File: src/rtl/cond_inc_pkg.sv
// Shared constants and types for the conditional-increment / decrement pair.
// Latency: n/a (declarations only).
// Backpressure: n/a.
package cond_inc_pkg;

   localparam int              DEFAULT_WIDTH  = 32;
   localparam longint unsigned DEFAULT_THRESH = 64'd4096;
   localparam int              STAT_W         = 16;

   // Decode flags travelling alongside every output word.
   typedef struct packed {
      logic ambig;    // word had two pre-images (b == THRESH+1)
      logic invalid;  // word had no pre-image   (b == 0)
   } dec_flags_t;

endpackage

File: src/rtl/cond_decrement_core.sv
// Combinational inverse of the conditional increment: b -> a, flags pass through.
// Latency: 0 cycles (pure logic between pipeline stages).
// Backpressure: none; the enclosing pipeline owns all flow control.
module cond_decrement_core
   import cond_inc_pkg::*;
#(
   parameter int WIDTH = DEFAULT_WIDTH
) (
   input  logic [WIDTH-1:0] b_i,
   input  logic             le_p1_i,   // registered (b <= THRESH+1)
   input  dec_flags_t       flags_i,
   output logic [WIDTH-1:0] a_o,
   output dec_flags_t       flags_o
);

   // Decrement only inside the incremented range; zero has no pre-image and
   // must not wrap to all-ones, so it passes through unchanged.
   always_comb begin
      a_o     = b_i;
      flags_o = flags_i;
      if (le_p1_i && !flags_i.invalid) begin
         a_o = b_i - WIDTH'(1);
      end
   end

endmodule

File: src/rtl/cond_decrement.sv
// Two-stage valid/ready decoder mapping encoded word b back to a, with ambig/invalid flags.
// Latency: 2 cycles from acceptance to out_valid; 1 word per cycle sustained.
// Backpressure: ready_k = !valid_k || ready_{k+1}; in_ready is combinational from out_ready.
// Optional counters ambig_cnt/invalid_cnt exist only when COND_DECREMENT_STATS_EN is defined.
module cond_decrement
   import cond_inc_pkg::*;
#(
   parameter int              WIDTH  = DEFAULT_WIDTH,
   parameter longint unsigned THRESH = DEFAULT_THRESH
) (
   input  logic             clk,
   input  logic             rst_n,
   input  logic             in_valid,
   output logic             in_ready,
   input  logic [WIDTH-1:0] in_data,
   output logic             out_valid,
   input  logic             out_ready,
   output logic [WIDTH-1:0] out_data,
   output logic             out_ambig,
   output logic             out_invalid
`ifdef COND_DECREMENT_STATS_EN
   ,
   output logic [STAT_W-1:0] ambig_cnt,
   output logic [STAT_W-1:0] invalid_cnt
`endif
);

   // THRESH+1 must be representable, otherwise the ambiguous code point vanishes.
   if (THRESH >= ((64'd1 << WIDTH) - 64'd1)) begin : g_bad_thresh
      $error("cond_decrement: THRESH must be below 2**WIDTH-1");
   end

   localparam logic [WIDTH-1:0] THRESH_P1 = WIDTH'(THRESH + 64'd1);

   logic             s1_vld_q, s1_vld_d;
   logic [WIDTH-1:0] s1_b_q, s1_b_d;
   logic             s1_le_q, s1_le_d;
   dec_flags_t       s1_flg_q, s1_flg_d;

   logic             s2_vld_q, s2_vld_d;
   logic [WIDTH-1:0] s2_a_q, s2_a_d;
   dec_flags_t       s2_flg_q, s2_flg_d;

   logic             rdy1, rdy2;
   logic [WIDTH-1:0] core_a;
   dec_flags_t       core_flg;

   assign rdy2     = !s2_vld_q || out_ready;
   assign rdy1     = !s1_vld_q || rdy2;
   assign in_ready = rdy1;

   cond_decrement_core #(
      .WIDTH (WIDTH)
   ) u_core (
      .b_i     (s1_b_q),
      .le_p1_i (s1_le_q),
      .flags_i (s1_flg_q),
      .a_o     (core_a),
      .flags_o (core_flg)
   );

   // Next-state for both stages: load when the stage is free or being drained.
   always_comb begin
      s1_vld_d = s1_vld_q;
      s1_b_d   = s1_b_q;
      s1_le_d  = s1_le_q;
      s1_flg_d = s1_flg_q;
      s2_vld_d = s2_vld_q;
      s2_a_d   = s2_a_q;
      s2_flg_d = s2_flg_q;
      if (rdy1) begin
         s1_vld_d = in_valid;
         if (in_valid) begin
            s1_b_d           = in_data;
            s1_le_d          = (in_data <= THRESH_P1);
            s1_flg_d.ambig   = (in_data == THRESH_P1);
            s1_flg_d.invalid = (in_data == '0);
         end
      end
      if (rdy2) begin
         s2_vld_d = s1_vld_q;
         if (s1_vld_q) begin
            s2_a_d   = core_a;
            s2_flg_d = core_flg;
         end
      end
   end

   // Pipeline registers; reset discards anything in flight.
   always_ff @(posedge clk or negedge rst_n) begin
      if (!rst_n) begin
         s1_vld_q <= 1'b0;
         s1_b_q   <= '0;
         s1_le_q  <= 1'b0;
         s1_flg_q <= '0;
         s2_vld_q <= 1'b0;
         s2_a_q   <= '0;
         s2_flg_q <= '0;
      end else begin
         s1_vld_q <= s1_vld_d;
         s1_b_q   <= s1_b_d;
         s1_le_q  <= s1_le_d;
         s1_flg_q <= s1_flg_d;
         s2_vld_q <= s2_vld_d;
         s2_a_q   <= s2_a_d;
         s2_flg_q <= s2_flg_d;
      end
   end

   assign out_valid   = s2_vld_q;
   assign out_data    = s2_a_q;
   assign out_ambig   = s2_flg_q.ambig;
   assign out_invalid = s2_flg_q.invalid;

`ifdef COND_DECREMENT_STATS_EN
   logic [STAT_W-1:0] ambig_cnt_q, ambig_cnt_d;
   logic [STAT_W-1:0] invalid_cnt_q, invalid_cnt_d;
   logic              xfer;

   assign xfer = s2_vld_q && out_ready;

   // Count flagged words only on real output transfers, saturating at all-ones.
   always_comb begin
      ambig_cnt_d   = ambig_cnt_q;
      invalid_cnt_d = invalid_cnt_q;
      if (xfer && s2_flg_q.ambig && (ambig_cnt_q != '1)) begin
         ambig_cnt_d = ambig_cnt_q + STAT_W'(1);
      end
      if (xfer && s2_flg_q.invalid && (invalid_cnt_q != '1)) begin
         invalid_cnt_d = invalid_cnt_q + STAT_W'(1);
      end
   end

   // Statistics registers.
   always_ff @(posedge clk or negedge rst_n) begin
      if (!rst_n) begin
         ambig_cnt_q   <= '0;
         invalid_cnt_q <= '0;
      end else begin
         ambig_cnt_q   <= ambig_cnt_d;
         invalid_cnt_q <= invalid_cnt_d;
      end
   end

   assign ambig_cnt   = ambig_cnt_q;
   assign invalid_cnt = invalid_cnt_q;
`endif

endmodule

File: config.mk
export PLATFORM = sky130hd
export DESIGN_NAME = cond_decrement
export DESIGN_NICKNAME = d
export VERILOG_FILES = /design/src/rtl/cond_inc_pkg.sv /design/src/rtl/cond_decrement_core.sv /design/src/rtl/cond_decrement.sv
export SDC_FILE = /design/constraint.sdc
export NUM_CORES = 1
export LEC_CHECK = 0
export CAP_MARGIN = 30
export CELL_PAD_IN_SITES_DETAIL_PLACEMENT = 1
export CELL_PAD_IN_SITES_GLOBAL_PLACEMENT = 1
export CORE_MARGIN = 3
export CORE_UTILIZATION = 39
export CTS_CLUSTER_SIZE = 12
export DETAILED_ROUTE_END_ITERATION = 12
export MAX_ROUTING_LAYER = met4
export PLACE_DENSITY = 0.84
export SYNTH_ARGS = -nofsm -noshare
export SYNTH_HDL_FRONTEND = slang
export SYNTH_SLANG_ARGS = --single-unit
File: constraint.sdc
create_clock -name clk -period 2.61 [get_ports clk]
set_input_delay 0.3915 -clock clk [delete_from_list [all_inputs] [get_ports clk]]
set_output_delay 0.3915 -clock clk [all_outputs]
set_load 0.02 [all_outputs]
==> reports/metrics.sh <==
CLOCK_TREE.BUFFER_DEPTH=2
LAYOUT.AREA.SEQ_SQ_UM=1780
FIN_WS_NS=0.320
TOP_POST_SYNTHESIS_CELLS_BY_AREA='sky130_fd_sc_hd__dfrtp_1, sky130_fd_sc_hd__mux2_2, sky130_fd_sc_hd__a31oi_1'
YOSYS_REGISTER_BITS=71
MAXCAPVIOLCOUNT=0
DETAIL_ROUTE.ITER0.VIOLATIONS=82
DRTPASS1ITERATIONS=4
TIMING.FINAL.CRIT_SHARE=0.877
DIE_X_MICRONS=99
NETLIST-CELL-TYPE-COUNT=39
START_UTIL=0.406
GRT_SETUP_UNREPAIRED='no'
SYN-INSTANCE-COUNT=314
SYNTH_FLOP_CELL='sky130_fd_sc_hd__dfrtp_1'
VIAS=2833
CRITICAL_PATH.REG2REG.ENDPOINT='out_data[31]$_DFFE_PN0P_'
ASYNC_FLOP_SHARE=1.00
POWER.LEAKAGE_nW=1.75
ANTENNA_FOUND_INITIAL=0
DETAILEDPLACEMENTHPWL_MICRONS=6770
SYNTH_AREA_SQ_UM=3370
FINAL_ANT_VIOL_NETS=0
CP-START-KIND='register'
POWER.DENSITY_nW_PER_UM2=761
WORST_SLEW_MARGIN_REL=0.503
IR_DROP_V=0.000348
CLOCK_TREE_FROM_TRITONCTS='done'
TIMING.CRITICAL_PATH.REQUIRED_NS=2.89
FINALNONFILLERCELLS=501
MAX_FREQ_GHz=0.437
VIASPERCELL=5.65
VIAS_IN_THE_FIRST_GLOBAL_ROUTE=3090
FINAL-SETUP-VIOL-COUNT=0
SYN_TO_FINAL_GROWTH_PCT=34.6
CRITICAL_SETUP_PATH_KIND='reg -> reg'
BIGGEST_FANOUT_ALONG_THE_WORST_TIMING_PATH=8
DRIVE_GT1_FRAC=0.172
CELL_AREA_AFTER_PLACEMENT_SQ_UM=4270
STATUS='finished clean'
CELL_CHAIN_OF_THE_CRITICAL_PATH='nor4_1 -> nand4_1 -> or4_1 -> a31oi_1'
CRITICAL_PATH.SLOWEST_CELL='sky130_fd_sc_hd__nor4_1'
GPL.FINAL_WEIGHTED_CONGESTION=0.788
FLOORPLAN.IO_PINS=72
FIN_TNS_SETUP_NS=0
POST_CTS_BUFFERS=0
SYNTH-WARNING-COUNT=0
RR_WORST_DEPTH=4
FINAL.SETUP_SKEW_NS=0.00779
TIGHTESTPINTRANSITION_NS=0.746
DIE_H_MICRONS=99
DRT-TOTAL-WL_MICRONS=9390
FINAL_AREA_SQ_UM=4540
NUMCLOCKSINKS=71
ROUTE.DETAILED.WL_PER_INST_MICRONS=18.7
SYNTHDOMINANTAREACELLTYPE='sky130_fd_sc_hd__dfrtp_1'
REPORT.POWER.TOTAL_mW=3.46
CTS_BUFFERS=9
DP_CELLS=485
DIE-AREA_SQ_UM=9800
TIMING.HOLD.WORST.CLASS='in -> async'
MULTI_INPUT_AREA_SQ_UM=1530
CRIT_PATH_START='s1_b_q[20]$_DFFE_PN0P_'
STD_CELL_ROWS=33
LAYOUT.CELLS.MOST_COMMON_LIST='sky130_fd_sc_hd__dfrtp_1, sky130_fd_sc_hd__clkdlybuf4s50_1, sky130_fd_sc_hd__mux2_2, sky130_fd_sc_hd__nor2_1, sky130_fd_sc_hd__nand2_1'
POSTCTSHOLDBUFS=0
SYNTH_TOP_CELL_AREA_SHARE=0.527
GLOBAL_ROUTE_WIRE_LENGTH_BEFORE_REPAIR_MICRONS=15600
CP_MAX_STAGE_DELAY_NS=0.57
PLACE_WORST_SETUP_SLACK_NS=0.380
NETS=428
GRT_MAX_DEGREE=41
ENDPOINT='out_data[31]$_DFFE_PN0P_'
CLOCK_PIN_SLEW_ON_THE_WORST_SETUP_AND_HOLD_PATHS_NS=0.08
YOSYSSEQAREASHARE=0.527
MOSTFREQUENTLAYOUTCELL='sky130_fd_sc_hd__dfrtp_1'
CTS_HTREE_LEVELS=3
REMAINING_DRC_ERRORS=0
GRTUSAGETOTAL=0.208
POST_SYNTH.CELL_AREA_AVG_SQ_UM=10.7
TIMING_MAX_TRANSITION_VIOLATIONS_FINAL=0
FINALCRITICALPERIOD_NS=2.29
DIODES=0
POST_SYNTH_EDFFS=0
FILLER_CELL_COUNT=907
GRT_OVERFLOW_TOTAL=0
SETUP.REG_TO_REG.WORST_SLACK_NS=0.32
CLOCK_NETWORK_LATENCY_TO_THE_LATER_PIN_OF_THE_WORST_SKEW_PAIR_NS=0.35
POST_CTS_RESIZE_COUNT=0
NUMPORTBUFFERS=71
WORST_SETUP_EP_TYPE='register'
FINAL_HOLD_VIOL_COUNT=0
TIMING.RR.START='s1_b_q[20]$_DFFE_PN0P_'
CTS_ROOT_BUF='sky130_fd_sc_hd__clkbuf_8'
CRIT_ARRIVAL_NS=2.57
SYN-NUM-NETS=351
FP.COREAREA_SQ_UM=8300
-- through the flow --
stage / hold WS, ns / utilization
6_report: 0.100 / 0.547
5_1_grt: 0.156 / 0.547
4_1_cts: 0.133 / 0.547
3_5_place_dp: 0.470 / 0.514
3_3_place_gp: 0.458 / 0.514
2_1_floorplan: 0.0959 / -
-- logic make-up (layout without fill, tap and decap cells) --
kind of cell | Yosys count | after routing | synth area share
AO/OA/AOI/OAI | 55 | 55 | 0.106
XOR/XNOR | 11 | 11 | 0.0286
adder cells (fa/ha/maj) | 1 | 1 | 0.00371
multiplexers | 32 | 32 | 0.107
buffers and inverters | 18 | 100 | 0.0204
AND/OR/NAND/NOR | 126 | 126 | 0.208
flip-flops | 71 | 71 | 0.527
-- sequential cells by signal, indices dropped and copies added (netlist names) --
name and flops:
s1_le_q 1, out_ambig 1, out_valid 1, out_invalid 1, s1_flg_q 2, s1_b_q 32, out_data 32, s1_vld_q 1
-- cell usage after synthesis (5+ instances only) --
cell,number
sky130_fd_sc_hd__dfrtp_1,71
sky130_fd_sc_hd__mux2_2,32
sky130_fd_sc_hd__nor2_1,28
sky130_fd_sc_hd__nand2_1,27
sky130_fd_sc_hd__a31oi_1,18
sky130_fd_sc_hd__o21ai_0,16
sky130_fd_sc_hd__clkbuf_1,15
sky130_fd_sc_hd__or4_1,15
sky130_fd_sc_hd__o31ai_1,11
sky130_fd_sc_hd__nor4_1,9
sky130_fd_sc_hd__xor2_1,8
sky130_fd_sc_hd__nand3_1,7
sky130_fd_sc_hd__nand4_1,7
sky130_fd_sc_hd__nor3_1,6
sky130_fd_sc_hd__nand2b_1,5
sky130_fd_sc_hd__or3_1,5
-- layer usage --
layer,vias to the layer above,routed length (microns),GRT usage,share of wire
li1,1339,-,-,-
met1,1419,3840,0.244,0.41
met2,59,5060,0.358,0.54
met3,16,321,0.0439,0.034
met4,0,162,0.0651,0.017
met5,-,0,-,0
-- critical path: cells and delay by family, from the launching register on --
family          cells  cell delay [ns]
flops               1             0.46
simple gates        3             1.57
compound gates      1             0.17
-- area by class of cell --
class                      instances  share of cell area
sequential                        71               0.391
multi-input combinational        225               0.337
timing repair buffer              82               0.182
clock buffer                      11              0.0311
tap                              105              0.0289
clock inverter                     5              0.0284
inverter                           2             0.00165
-- where the power goes --
group / switching [mW] / total, mW / internal (mW) / leakage [nW]
Combinational: 0.402 / 0.813 / 0.412 / 0.783
Sequential: 0.180 / 1.46 / 1.28 / 0.835
Clock: 0.420 / 1.18 / 0.760 / 0.134
-- worst min-delay path by stage --
| stage | startpoint | endpoint | slack, ns | cells past startpoint |
|---|---|---|---|---|
| 2_1_floorplan | rst_n | out_ambig$_DFFE_PN0P_ | 0.1 | 0 |
| 4_1_cts | rst_n | s1_vld_q$_DFFE_PN0N_ | 0.13 | 1 |
| 5_1_grt | rst_n | s1_vld_q$_DFFE_PN0N_ | 0.16 | 1 |
| 6_report | rst_n | out_data[8]$_DFFE_PN0P_ | 0.10 | 1 |
| 3_3_place_gp | s1_flg_q[1]$_DFFE_PN0P_ | out_ambig$_DFFE_PN0P_ | 0.46 | 2 |
| 3_5_place_dp | out_ambig$_DFFE_PN0P_ | out_ambig$_DFFE_PN0P_ | 0.47 | 2 |
No activity file was read; power rests on OpenSTA's default activity.
